`src/rtl/fifo_pkg.sv`:
```
// Shared constants and helpers for the FIFO write-side blocks.
package fifo_pkg;
    localparam int unsigned FIFO_DATA_W = 8;

    function automatic int unsigned clog2(input int unsigned n);
        int unsigned r;
        r = 0;
        while ((64'd1 << r) < 64'(n)) r++;
        return r;
    endfunction

    // Index after i in a ring of n slots.
    function automatic int unsigned next_idx(input int unsigned i, input int unsigned n);
        return (i + 32'd1 >= n) ? 32'd0 : i + 32'd1;
    endfunction
endpackage

```
`src/rtl/rr_pick.sv`:
```
// Rotating priority encoder: first set req bit at or after start, wrapping at N_REQ.
module rr_pick
    import fifo_pkg::*;
#(
    parameter int unsigned N_REQ = 4,
    parameter int unsigned ID_W  = 2
)(
    input  logic [N_REQ-1:0] req,
    input  logic [ID_W-1:0]  start,
    output logic             found,
    output logic [ID_W-1:0]  idx
);
    int unsigned w_cand;

    always_comb begin
        found  = 1'b0;
        idx    = '0;
        w_cand = 32'(start);
        for (int k = 0; k < int'(N_REQ); k++) begin
            if (!found && req[ID_W'(w_cand)]) begin
                found = 1'b1;
                idx   = ID_W'(w_cand);
            end
            w_cand = next_idx(w_cand, N_REQ);
        end
    end
endmodule

```
`src/rtl/fifo_wr_arb.sv`:
```
// Round-robin arbiter sharing one FIFO write port between N_REQ producers, with
// optional burst locking so a producer can push up to BURST words back to back.
module fifo_wr_arb
    import fifo_pkg::*;
#(
    parameter  int unsigned DATA_W = FIFO_DATA_W,
    parameter  int unsigned N_REQ  = 4,
    parameter  int unsigned BURST  = 1,
    localparam int unsigned ID_W   = (clog2(N_REQ) > 0) ? clog2(N_REQ) : 1
)(
    input  logic                    clk,
    input  logic                    reset,
    input  logic [N_REQ-1:0]        req,
    input  logic [N_REQ*DATA_W-1:0] data,
    output logic [N_REQ-1:0]        gnt,
    input  logic                    full,
    output logic                    write,
    output logic [DATA_W-1:0]       datain,
    output logic [ID_W-1:0]         wid
);
    localparam int unsigned CNT_W = (clog2(BURST + 1) > 0) ? clog2(BURST + 1) : 1;

    logic [ID_W-1:0]  r_ptr;
    logic [ID_W-1:0]  r_owner;
    logic [CNT_W-1:0] r_cnt;
    logic             r_lock;

    logic             w_hold;
    logic             w_drop;
    logic [ID_W-1:0]  w_base;
    logic [ID_W-1:0]  w_start;
    logic             w_found;
    logic [ID_W-1:0]  w_idx;
    logic             w_grant;
    logic [ID_W-1:0]  w_k;
    logic [CNT_W-1:0] w_cnt_nxt;

    // A lock whose owner let go behaves as if the owner had just finished its burst.
    assign w_hold    = r_lock && req[r_owner];
    assign w_drop    = r_lock && !req[r_owner];
    assign w_base    = w_drop ? r_owner : r_ptr;
    assign w_start   = ID_W'(next_idx(32'(w_base), N_REQ));

    rr_pick #(
        .N_REQ (N_REQ),
        .ID_W  (ID_W)
    ) u_pick (
        .req   (req),
        .start (w_start),
        .found (w_found),
        .idx   (w_idx)
    );

    assign w_grant   = !reset && !full && (w_hold || w_found);
    assign w_k       = w_hold ? r_owner : w_idx;
    assign w_cnt_nxt = w_hold ? r_cnt + CNT_W'(1) : CNT_W'(1);

    always_comb begin
        gnt    = '0;
        datain = '0;
        wid    = '0;
        write  = w_grant;
        for (int i = 0; i < int'(N_REQ); i++) begin
            if (w_grant && (w_k == ID_W'(i))) begin
                gnt[i] = 1'b1;
                datain = data[i*DATA_W +: DATA_W];
            end
        end
        if (w_grant) wid = w_k;
    end

    // Arbitration state; frozen entirely while the FIFO is full.
    always_ff @(posedge clk) begin
        if (reset) begin
            r_ptr   <= ID_W'(N_REQ - 1);
            r_owner <= '0;
            r_cnt   <= '0;
            r_lock  <= 1'b0;
        end else if (!full) begin
            if (w_grant) begin
                r_owner <= w_k;
                r_cnt   <= w_cnt_nxt;
                if (w_cnt_nxt == CNT_W'(BURST)) begin
                    r_lock <= 1'b0;
                    r_ptr  <= w_k;
                end else begin
                    r_lock <= 1'b1;
                    r_ptr  <= w_base;
                end
            end else begin
                r_lock <= 1'b0;
                r_ptr  <= w_base;
            end
        end
    end
endmodule

```
`config.mk`:
```
export PLATFORM = sky130hd
export DESIGN_NAME = fifo_wr_arb
export DESIGN_NICKNAME = d
export VERILOG_FILES = /design/src/rtl/fifo_pkg.sv /design/src/rtl/rr_pick.sv /design/src/rtl/fifo_wr_arb.sv
export SDC_FILE = /design/constraint.sdc
export NUM_CORES = 1
export LEC_CHECK = 0
export ABC_AREA = 1
export CAP_MARGIN = 20
export CORE_ASPECT_RATIO = 1.1
export CORE_MARGIN = 2
export CORE_UTILIZATION = 44
export CTS_BUF_LIST = sky130_fd_sc_hd__clkbuf_8 sky130_fd_sc_hd__clkbuf_16
export CTS_CLUSTER_SIZE = 12
export DETAILED_ROUTE_END_ITERATION = 7
export PLACE_DENSITY = 0.89
export SYNTH_ARGS = -nofsm -noshare
export SYNTH_HDL_FRONTEND = slang
export SYNTH_SLANG_ARGS = --single-unit
```
`constraint.sdc`:
```
create_clock -name clk -period 4.3 [get_ports clk]
set_input_delay 0.86 -clock clk [delete_from_list [all_inputs] [get_ports clk]]
set_output_delay 0.86 -clock clk [all_outputs]
set_load 0.05 [all_outputs]
```
**After elaboration in Yosys (flattened, before gate mapping)**

Cells that the tools add are included.

- Reductions and logical operators: 20
- $lt $le $gt $ge: 9
- Equality and inequality tests: 3
- Mux-type cells: 38
- Bitwise operators: 1
- $add $sub $neg: 5

Operators with widths:

| operator | count |
|---|---|
| >= comparator 32 x 3 -> 1 bit, second input constant | 3 |
| adder 32 x 1 -> 32 bit, second input constant | 2 |
| 2-to-1 mux 32 bit | 2 |
| 2-to-1 mux 8 bit | 4 |
| 2-to-1 mux 2 bit | 11 |
| 2-to-1 mux 1 bit | 16 |
| less-than comparator 2 x 3 -> 1 bit, second input constant | 5 |
| logical AND 1 bit | 11 |
| binary-select mux 1 bit (select 2 bit) | 5 |
| adder 2 x 1 -> 3 bit, second input constant | 2 |
| logical NOT 1 bit | 6 |
| == test 2 bit, second input constant | 2 |
| >= comparator 3 bit, second input constant | 1 |
| == test 2 x 1 -> 1 bit, second input constant | 1 |
| logical NOT 2 bit | 1 |
| AND reduction 2 bit | 1 |
| adder 1 bit, second input constant | 1 |
| logical OR 1 bit | 1 |
| NOT 1 bit | 1 |

- Register bits: 6
- Output and inout bits: 15

**Longest topological paths before layout**

- Depth in word-level cells: 28
- Gate-level depth with buffers: 21
- Mapped depth without buffers: 19

**Cells and area by module**

A second synthesis with hierarchy kept.

- Cells, all modules: 201
- Area total of the unflattened synthesis: 1,172.4 sq um

Modules (own cells, without submodules):

| module | area each (sq um) | cells an instance | instances |
|---|---|---|---|
| fifo_wr_arb | 855.8 | 141 | 1 |
| rr_pick | 316.6 | 60 | 1 |

**Worst setup path before layout**

Ideal clock, no wire load.

- Path type: input port to output port
- Start point: input port req[1]
- End point: output port gnt[2]
- Path slack: 0.219 ns
- Required time: 3.440 ns
- Arrival: 3.221 ns
- Cell stages on the path: 18
- Path through: nand2_1 nand3_2 nand2_4 nand2_2 nand2_4 nand2_2 buf_6 nand2_2 nand2_2 nand2_2 nand2_2 nor2_4 nand3_2 nand3_4 nand2_2 nor2_4 inv_2 nor2_1

- Cells in the longest elaborated chain, start to end: 25
- Elaborated cells between the ends (all ways): 46
- Classes of those cells: 4 x add/sub; 4 x order compare; 1 x eq/ne; 25 x mux; 12 x reduce/logical

RTL lines:

| item | line | RTL |
|---|---|---|
| start: declaration | fifo_wr_arb.sv:13 | `input logic [N_REQ-1:0] req,` |
| binary-select mux 1 bit (select 2 bit) | fifo_wr_arb.sv:39, fifo_wr_arb.sv:40 |  |
| 2-to-1 mux 1 bit (implied by the code) | fifo_wr_arb.sv:39, fifo_wr_arb.sv:40 |  |
| logical NOT 1 bit | fifo_wr_arb.sv:40 | `assign w_drop = r_lock && !req[r_owner];` |
| logical AND 1 bit | fifo_wr_arb.sv:40 |  |
| 2-to-1 mux 2 bit | fifo_wr_arb.sv:41 | `assign w_base = w_drop ? r_owner : r_ptr;` |
| adder 2 x 1 -> 3 bit | fifo_pkg.sv:14 | `return (i + 32'd1 >= n) ? 32'd0 : i + 32'd1;` |
| >= comparator 3 bit | fifo_pkg.sv:14 |  |
| 2-to-1 mux 2 bit | fifo_pkg.sv:14 |  |
| (+9 left out) | - |  |
| binary-select mux 1 bit (select 2 bit) / 2-to-1 mux 1 bit (equally long branches) | rr_pick.sv:20 | `if (!found && req[ID_W'(w_cand)]) begin` |
| 2-to-1 mux 1 bit (implied by the code) / logical NOT 1 bit (equally long branches) | rr_pick.sv:20 |  |
| logical AND 1 bit | rr_pick.sv:20 |  |
| 2-to-1 mux 2 bit / 2-to-1 mux 1 bit (equally long branches) | rr_pick.sv:20 |  |
| 2-to-1 mux 2 bit / logical OR 1 bit (equally long branches) | fifo_wr_arb.sv:55, fifo_wr_arb.sv:54 |  |
| == test 2 bit / logical AND 1 bit (equally long branches) | fifo_wr_arb.sv:64, fifo_wr_arb.sv:54 |  |
| logical AND 1 bit (*) | fifo_wr_arb.sv:64 | `if (w_grant && (w_k == ID_W'(i))) begin` |
| 2-to-1 mux 1 bit (*) | fifo_wr_arb.sv:64 |  |
| end: declaration | fifo_wr_arb.sv:15 | `output logic [N_REQ-1:0] gnt,` |

Every way passes the cells marked *; elsewhere a longest branch is shown, timed or not. The select of a mux whose other input is x is not followed.

**Worst setup path in the final report**

- Start point: input port req[2]
- End point: output port datain[3]

- Cells in the longest elaborated chain, start to end: 28
- Elaborated cells between the ends (all ways): 55
- Classes of those cells: 4 x add/sub; 4 x order compare; 3 x eq/ne; 28 x mux; 16 x reduce/logical

RTL lines:

| item | line | RTL |
|---|---|---|
| binary-select mux 1 bit (select 2 bit) | fifo_wr_arb.sv:39, fifo_wr_arb.sv:40 |  |
| 2-to-1 mux 1 bit (implied by the code) | fifo_wr_arb.sv:39, fifo_wr_arb.sv:40 |  |
| logical NOT 1 bit | fifo_wr_arb.sv:40 |  |
| logical AND 1 bit | fifo_wr_arb.sv:40 |  |
| 2-to-1 mux 2 bit | fifo_wr_arb.sv:41 |  |
| adder 2 x 1 -> 3 bit | fifo_pkg.sv:14 |  |
| >= comparator 3 bit | fifo_pkg.sv:14 |  |
| 2-to-1 mux 2 bit | fifo_pkg.sv:14 |  |
| (+10 left out) | - |  |
| 2-to-1 mux 1 bit (implied by the code) / logical NOT 1 bit (equally long branches) | rr_pick.sv:20 |  |
| logical AND 1 bit | rr_pick.sv:20 |  |
| 2-to-1 mux 2 bit / 2-to-1 mux 1 bit (equally long branches) | rr_pick.sv:20 |  |
| 2-to-1 mux 2 bit / logical OR 1 bit (equally long branches) | fifo_wr_arb.sv:55, fifo_wr_arb.sv:54 |  |
| logical NOT 2 bit / logical AND 1 bit (equally long branches) | fifo_wr_arb.sv:64, fifo_wr_arb.sv:54 |  |
| logical AND 1 bit | fifo_wr_arb.sv:64 |  |
| 2-to-1 mux 8 bit (3 in series) | fifo_wr_arb.sv:64 |  |
| 2-to-1 mux 8 bit (*) | fifo_wr_arb.sv:64 |  |
| end: declaration | fifo_wr_arb.sv:18 | `output logic [DATA_W-1:0] datain,` |

Marks and branches as above.

==> flow_summary.toml <==
[grt]
grt_max_degree = 18
antenna_found_initial = 0
overflow = 0
grt_pass1_wl_mm = 5.93
grt.total_usage_pct = 25.5
grt_pass1_vias = 1435

[timing]
slew_headroom_pct = 74.8
period_share_pct = 96.5
drv_slew = 0
finalCriticalPeriod_ns = 4.15
rsz0062_at_grt = "no"
final.setup.tns_ns = 0
worst_pin_slew_ns = 0.378
fmax_ghz = 0.241
finClkSkew_ns = 0.00711
finalSetupViolCount = 0
final_hold_viol_count = 0

[synthesis]
netlist_area_sq_um = 1120
ys_seq_area_share_pct = 10.8
postSynthCellCount = 190
synth_warnings = 0
ys_ff_latch = 6
yosysUniqueCellTypes = 23
syn_avg_cell_area_sq_um = 5.87
synth_nets = 229

[setup_path]
cp_data_required_time_ns = 3.44
critPathMaxFanout = 5
cp.arrival_ns = 3.29
crit_path_end_kind = "output pin"
crit_type = "in -> out"
cp-start-kind = "primary input"

[cts]
clk_path_buf_depth = 2
holdBufCountCts = 0
cts_tree = "done"
path_clk_slew_ns = 0.04
cts_made_buffers = 3
insertion_delay_ns = 0.23
cts-root-buf = "clkbuf_8"
cts_sinks = 6
cts_max_level = 1

[die]
die_y_um = 56.8
core_area_sq_um = 2450
io_pins = 54
die_area_sq_um = 2960
die_w_um = 52.0
rows = 19
start_util_pct = 45.6

[power]
p_sw_share_pct = 49.1
power_frac_clock_pct = 15.3
powerDensity_nw_per_um2 = 275
power_switching_uw = 289
p_comb_share_pct = 73.4
irDropWorstVdd_uv = 372
power_leakage_uw = 0.000990
power_frac_seq_pct = 11.3
p_int_uw = 300

[route]
final_antenna_net_count = 0
drcViolationCount = 0
drt_iter0_drc = 210
drt-total-wl_mm = 5.98
wire_per_inst_um = 20.4
vias = 1912
firstDrtPassIters = 8
via_per_inst = 6.53

[placement]
gp_congestion = 0.859
hpwl_mm = 2.95
port_buffers = 53

[layout]
syn2layout_area_growth_pct = 91.7
nFillCells = 103
fin_nets = 303
mostFrequentLayoutCell = "nand2_1"
layout.cells.most_common_list = "37 x nand2_1, 34 x nand3_1, 34 x clkdlybuf4s50_1"
finish.utilization_pct = 87.4
diodes = 0
drive_above_1_share_pct = 35.5

[worst_hold_path]
hold_path.class = "reg -> reg"

[status]
status = "complete, no violations"

[run]
cap_violations = 0
-- power groups by stage --
stage               registers (uW)  logic (uW)  clock network [uW]
detailed placement            65.8         354                   0
global route                  66.3         450                88.6
floorplan                     64.4         214                   0
global placement              65.4         349                   0
CTS                           65.1         355                82.2
finish                        66.5         432                90.1
-- layout make-up --
type,count,area (sq um),area share [%]
Clock buffer,3,41.3,1.93
Inverter,24,91.3,4.27
Multi-Input combinational cell,156,980,45.8
Sequential cell,6,120,5.61
Tap cell,31,38.8,1.81
Timing Repair Buffer,73,868,40.6
-- synthesized netlist by cell type --
master    count  share of area, %
a21oi_1       5               2.2
a21oi_2       1              0.78
a21oi_4       1               1.5
buf_4         1              0.67
buf_6         5               5.0
clkinv_2      1              0.45
dfxtp_1       6                11
inv_1        18               6.1
inv_2         5               1.7
nand2_1      47                16
nand2_2      17               9.5
nand2_4       3               3.0
nand3_1      40                18
nand3_2       4               3.6
nand3_4       1               1.6
nand4_1      19                11
nor2_1        7               2.4
nor2_4        2               2.0
nor3_2        1              0.90
o21ai_0       2              0.90
o21ai_1       2              0.90
o22ai_1       1              0.56
o31ai_2       1               1.1
-- logic make-up (layout without fill, tap and decap cells) --
| family | after synthesis | count (layout) | synth area share (%) |
|---|---|---|---|
| buf+inv | 30 | 100 | 13.9 |
| flops | 6 | 6 | 10.8 |
| compound gates | 13 | 13 | 7.96 |
| simple gates | 141 | 143 | 67.4 |
-- routing by layer --
metal  track usage, %  up-vias  routed length [um]
met5                0        -                   0
met3             3.19       72                 641
li1                 -      796                   -
met2             44.8      197                2840
met1             32.4      847                1980
met4             5.26        0                 517
-- state kept, by name, summed over array words and instances (netlist names) --
| register | count |
|---|---|
| r_cnt | 1 |
| r_lock | 1 |
| r_owner | 2 |
| r_ptr | 2 |
-- what timing repair did --
item	in CTS	in global routing
resized for setup	0	39
hold endpoints to repair	0	0
setup buffers	0	8
endpoints found under the setup margin	0	14
-- metrics by stage --
| step | std cells | total power (uW) | hold WS [ns] | setup WS, ns | instance area, sq um |
|---|---|---|---|---|---|
| finish | 293 | 589 | 0.541 | 0.150 | 2140 |
| detailed placement | 278 | 420 | 0.498 | 0.0140 | 1860 |
| global placement | 278 | 415 | 0.468 | 0.113 | 1860 |
| floorplan | 190 | 278 | 0.453 | 0.219 | 1120 |
| global route | 293 | 605 | 0.554 | 0.0306 | 2140 |
| CTS | 281 | 503 | 0.507 | 0.0131 | 1900 |
-- path summary, 6_finish.rpt --
path | startpoint | depth (start not counted) | to | slack, ns
max | req[2] | 20 | datain[3] | 0.15
max reg2reg | r_owner[0] | 16 | r_ptr[0] | 1.41
min reg2reg | r_cnt | 2 | r_cnt | 0.54
min | r_cnt | 2 | r_cnt | 0.54
-- critical path: stages --
cell and delay [ns]:
dlymetal6s2s_1 0.15, nand2_1 0.11, nand3_2 0.12, nand2_4 0.14
nand2_4 0.10, nand2_1 0.12, nand2_2 0.10, nand2_1 0.13
nand2_4 0.08, nand2_4 0.09, nand2_4 0.07, nor2_4 0.14
nand4_1 0.15, nand3_1 0.15, nand2_2 0.07, nand2_4 0.13
buf_6 0.13, nand4_1 0.09, nand4_1 0.19, buf_12 0.16
Power figures use the tool's default switching activity.
==> variant 1 (same flow settings) <==
Make the reset (`reset`) asynchronous in one clocked block.
--- a/src/rtl/fifo_wr_arb.sv
+++ b/src/rtl/fifo_wr_arb.sv
@@ -70,7 +70,7 @@
     end
 
     // Arbitration state; frozen entirely while the FIFO is full.
-    always_ff @(posedge clk) begin
+    always_ff @(posedge clk or posedge reset) begin
         if (reset) begin
             r_ptr   <= ID_W'(N_REQ - 1);
             r_owner <= '0;
Check against the original RTL: no difference found for any inputs over 10 cycles, from zero or initial values and one cycle with reset high; that may be too few to reach the edited logic, so the function may still have changed.
==> variant 1 against the original RTL <==
Sequential cell count unchanged; synthesized area up 5.8%; sequential share of layout area rose by 1.7 points; maximum frequency grew 3.2%; largest cell class unchanged; routed wire length shrank 27%; worst setup slack improved by 130 ps; final area decreased by 2.7%.
Power is not compared: it rests on default switching activity, and its combinational part moved more than twofold at a synthesized area within 25%.
==> variant 1: results (changes against the original RTL) <==
| Group | Parameter | This run | Delta |
| --- | --- | --- | --- |
| run status | Outcome | finished, final reports clean | unchanged |
| layout | Seq Cell Count | 6 | unchanged |
| critical path | Slack of the worst reg-to-reg path | 1770 ps | was 1410 ps |
| layout | Fraction of area in multi-input gates | 0.449 | was 0.458 |
| layout | Invs w/o clock | 35 | was 24 |
| global routing | Global-route met1 utilization | 0.291 | was 0.324 |
| global routing | Overall Global Routing Usage | 0.243 | was 0.255 |
| routing | Routed length on met2 | 2390 um | was 2840 um |
| placement | Cell Area, Placed | 1900 um2 | was 1860 um2 |
| layout | Fraction of final layout cells with drive strength greater than 1 | 0.279 | was 0.355 |
| global routing | Pin count of the biggest net entering global routing | 14 | was 18 |
| critical path | Top fanout value on the critical path | 6 | was 5 |
| routing | Via count | 1564 | was 1912 |
| layout | NonClk Buf Share | 0.373 | was 0.406 |
| routing | Detailed-routing wirelength on met1 | 1700 um | was 1980 um |
| placement | Routability Congestion | 0.850 | was 0.859 |
| global routing | Met2 usage | 0.450 | was 0.448 |
| synth | Ys async rst share | 1.00 | was 0 |
| sta | Peak Freq | 249 MHz | was 241 MHz |
| critical path | FF-to-FF End | r_ptr[0] | unchanged |
| routing | First drt pass iteration count | 4 | was 8 |
| global routing | M3 GR Usage | 0.0178 | was 0.0319 |
| layout | Fill cell instance count of the final layout | 158 | was 103 |
| synth | Syn Nets | 249 | was 229 |
| hold path | Hold path depth | 1 | was 2 |
| layout | Combined flip-flop and latch cell area | 153 um2 | was 120 um2 |
| global routing | Number of global-route vias before repair | 1384 | was 1435 |
==> variant 1: cell types whose count changed after synthesis, moves of 6 or more <==
cell	unedited run	this run
dfxtp_1	6	0
nand4_1	19	2
inv_1	18	31
nand2_1	47	97
nand3_1	40	17
nand2_4	3	10
==> variant 1: report_power, final <==
group / internal (mW) / switching [mW] / leakage (nW)
registers: 0.0752 / 0.0204 / 0.0690
logic: 0.380 / 0.559 / 1.02
clock network: 0.0613 / 0.0240 / 0.0269
==> variant 1: worst max path at each step <==
| stage | startpoint | end | cells past startpoint |
|---|---|---|---|
| floorplan | req[1] | gnt[1] | 17 |
| global placement | req[1] | datain[6] | 21 |
| finish | req[1] | datain[5] | 22 |
| global route | req[1] | datain[5] | 24 |
| detailed placement | req[1] | datain[6] | 21 |
| CTS | req[1] | datain[6] | 21 |
==> variant 1: cell families (layout without fill, tap and decap cells) <==
| logic type | count (synthesis) | count (layout) |
|---|---|---|
| simple gates | 158 | 161 |
| buf+inv | 36 | 103 |
| flops | 6 | 6 |
| compound gates | 10 | 10 |
==> variant 2 (config.mk and constraints unchanged) <==
Without the edit above. `N_REQ` is set to 4 in 2 places; all go to 6.
--- a/src/rtl/rr_pick.sv
+++ b/src/rtl/rr_pick.sv
@@ -2,7 +2,7 @@
 module rr_pick
     import fifo_pkg::*;
 #(
-    parameter int unsigned N_REQ = 4,
+    parameter int unsigned N_REQ = 6,
     parameter int unsigned ID_W  = 2
 )(
     input  logic [N_REQ-1:0] req,
--- a/src/rtl/fifo_wr_arb.sv
+++ b/src/rtl/fifo_wr_arb.sv
@@ -4,7 +4,7 @@
     import fifo_pkg::*;
 #(
     parameter  int unsigned DATA_W = FIFO_DATA_W,
-    parameter  int unsigned N_REQ  = 4,
+    parameter  int unsigned N_REQ  = 6,
     parameter  int unsigned BURST  = 1,
     localparam int unsigned ID_W   = (clog2(N_REQ) > 0) ? clog2(N_REQ) : 1
 )(
Interface: changed (resized data, gnt, req and wid); port bits go from 54 to 75. The function was not compared with the original's and may differ.
==> variant 2 against the original RTL <==
The flow now stops in 4_1_cts; synthesized cell count increased by 96%; synthesized area rose by 90%.
==> variant 2: results (changes against the original RTL) <==
| Group | Parameter | This run | Delta |
| --- | --- | --- | --- |
| synth | Syn Nets | 439 | was 229 |
| synth | Dominant synthesized flop cell | dfxtp_1 | unchanged |
| synth | Top cell types by occurrence after synthesis | nand2_1 (95), inv_1 (47), nor2_1 (33) | was nand2_1 (47), nand3_1 (40), nand4_1 (19) |
| clocking | Buffer type at the clock tree root | clkbuf_8 | unchanged |
| run status | Error that ended the run | [ERROR DPL-0033] detailed placement checks failed during check placement. |  |
| clocking | H-tree depth | 1 | unchanged |
| clocking | Post-CTS repair timing setup buffer count | 31 | was 0 |
| placement | PortBufs | 74 | was 53 |
| synth | YS warnings | 0 | unchanged |
| run status | Outcome | aborted with a tool error | was finished, final reports clean |
| synth | Ys async rst share | 0 | unchanged |
| placement | DP Wirelength | 8030 um | was 2950 um |
| clocking | CTS max path bufs | 2 | unchanged |
| synth | Synth top area cells | nand2_1 (17%), inv_1 (8.3%), nand4_1 (7.7%) | was nand3_1 (18%), nand2_1 (16%), dfxtp_1 (11%) |
| synth | Distinct cell type count of the synthesized netlist | 33 | was 23 |
| synth | Register area share after synthesis | 0.0757 | was 0.108 |
| synth | Average instance area after synthesis | 5.69 um2 | was 5.87 um2 |
| placement | Cell Area, Placed | 4110 um2 | was 1860 um2 |
| clocking | Number of CTS-inserted buffers | 3 | unchanged |
| synth | Number of storage elements in the synthesis netlist | 8 | was 6 |
| clocking | CTS-repair resized insts | 89 | was 0 |
| run status | Stop stage | 4_1_cts |  |
| placement | Routability Congestion | 0.945 | was 0.859 |
variant 2: per-stage QoR:
stage / hold WS (ps) / cells / worst slack, ps
floorplan: 431 / 372 / -3300
global placement: 450 / 595 / -3390
detailed placement: 452 / 595 / -3790
variant 2: cells by family after synthesis:
kind of cell | share of synthesized area
flip-flops | 0.0756
adder cells (fa/ha/maj) | 0.0591
AO/OA/AOI/OAI | 0.135
buffers and inverters | 0.124
AND/OR/NAND/NOR | 0.606
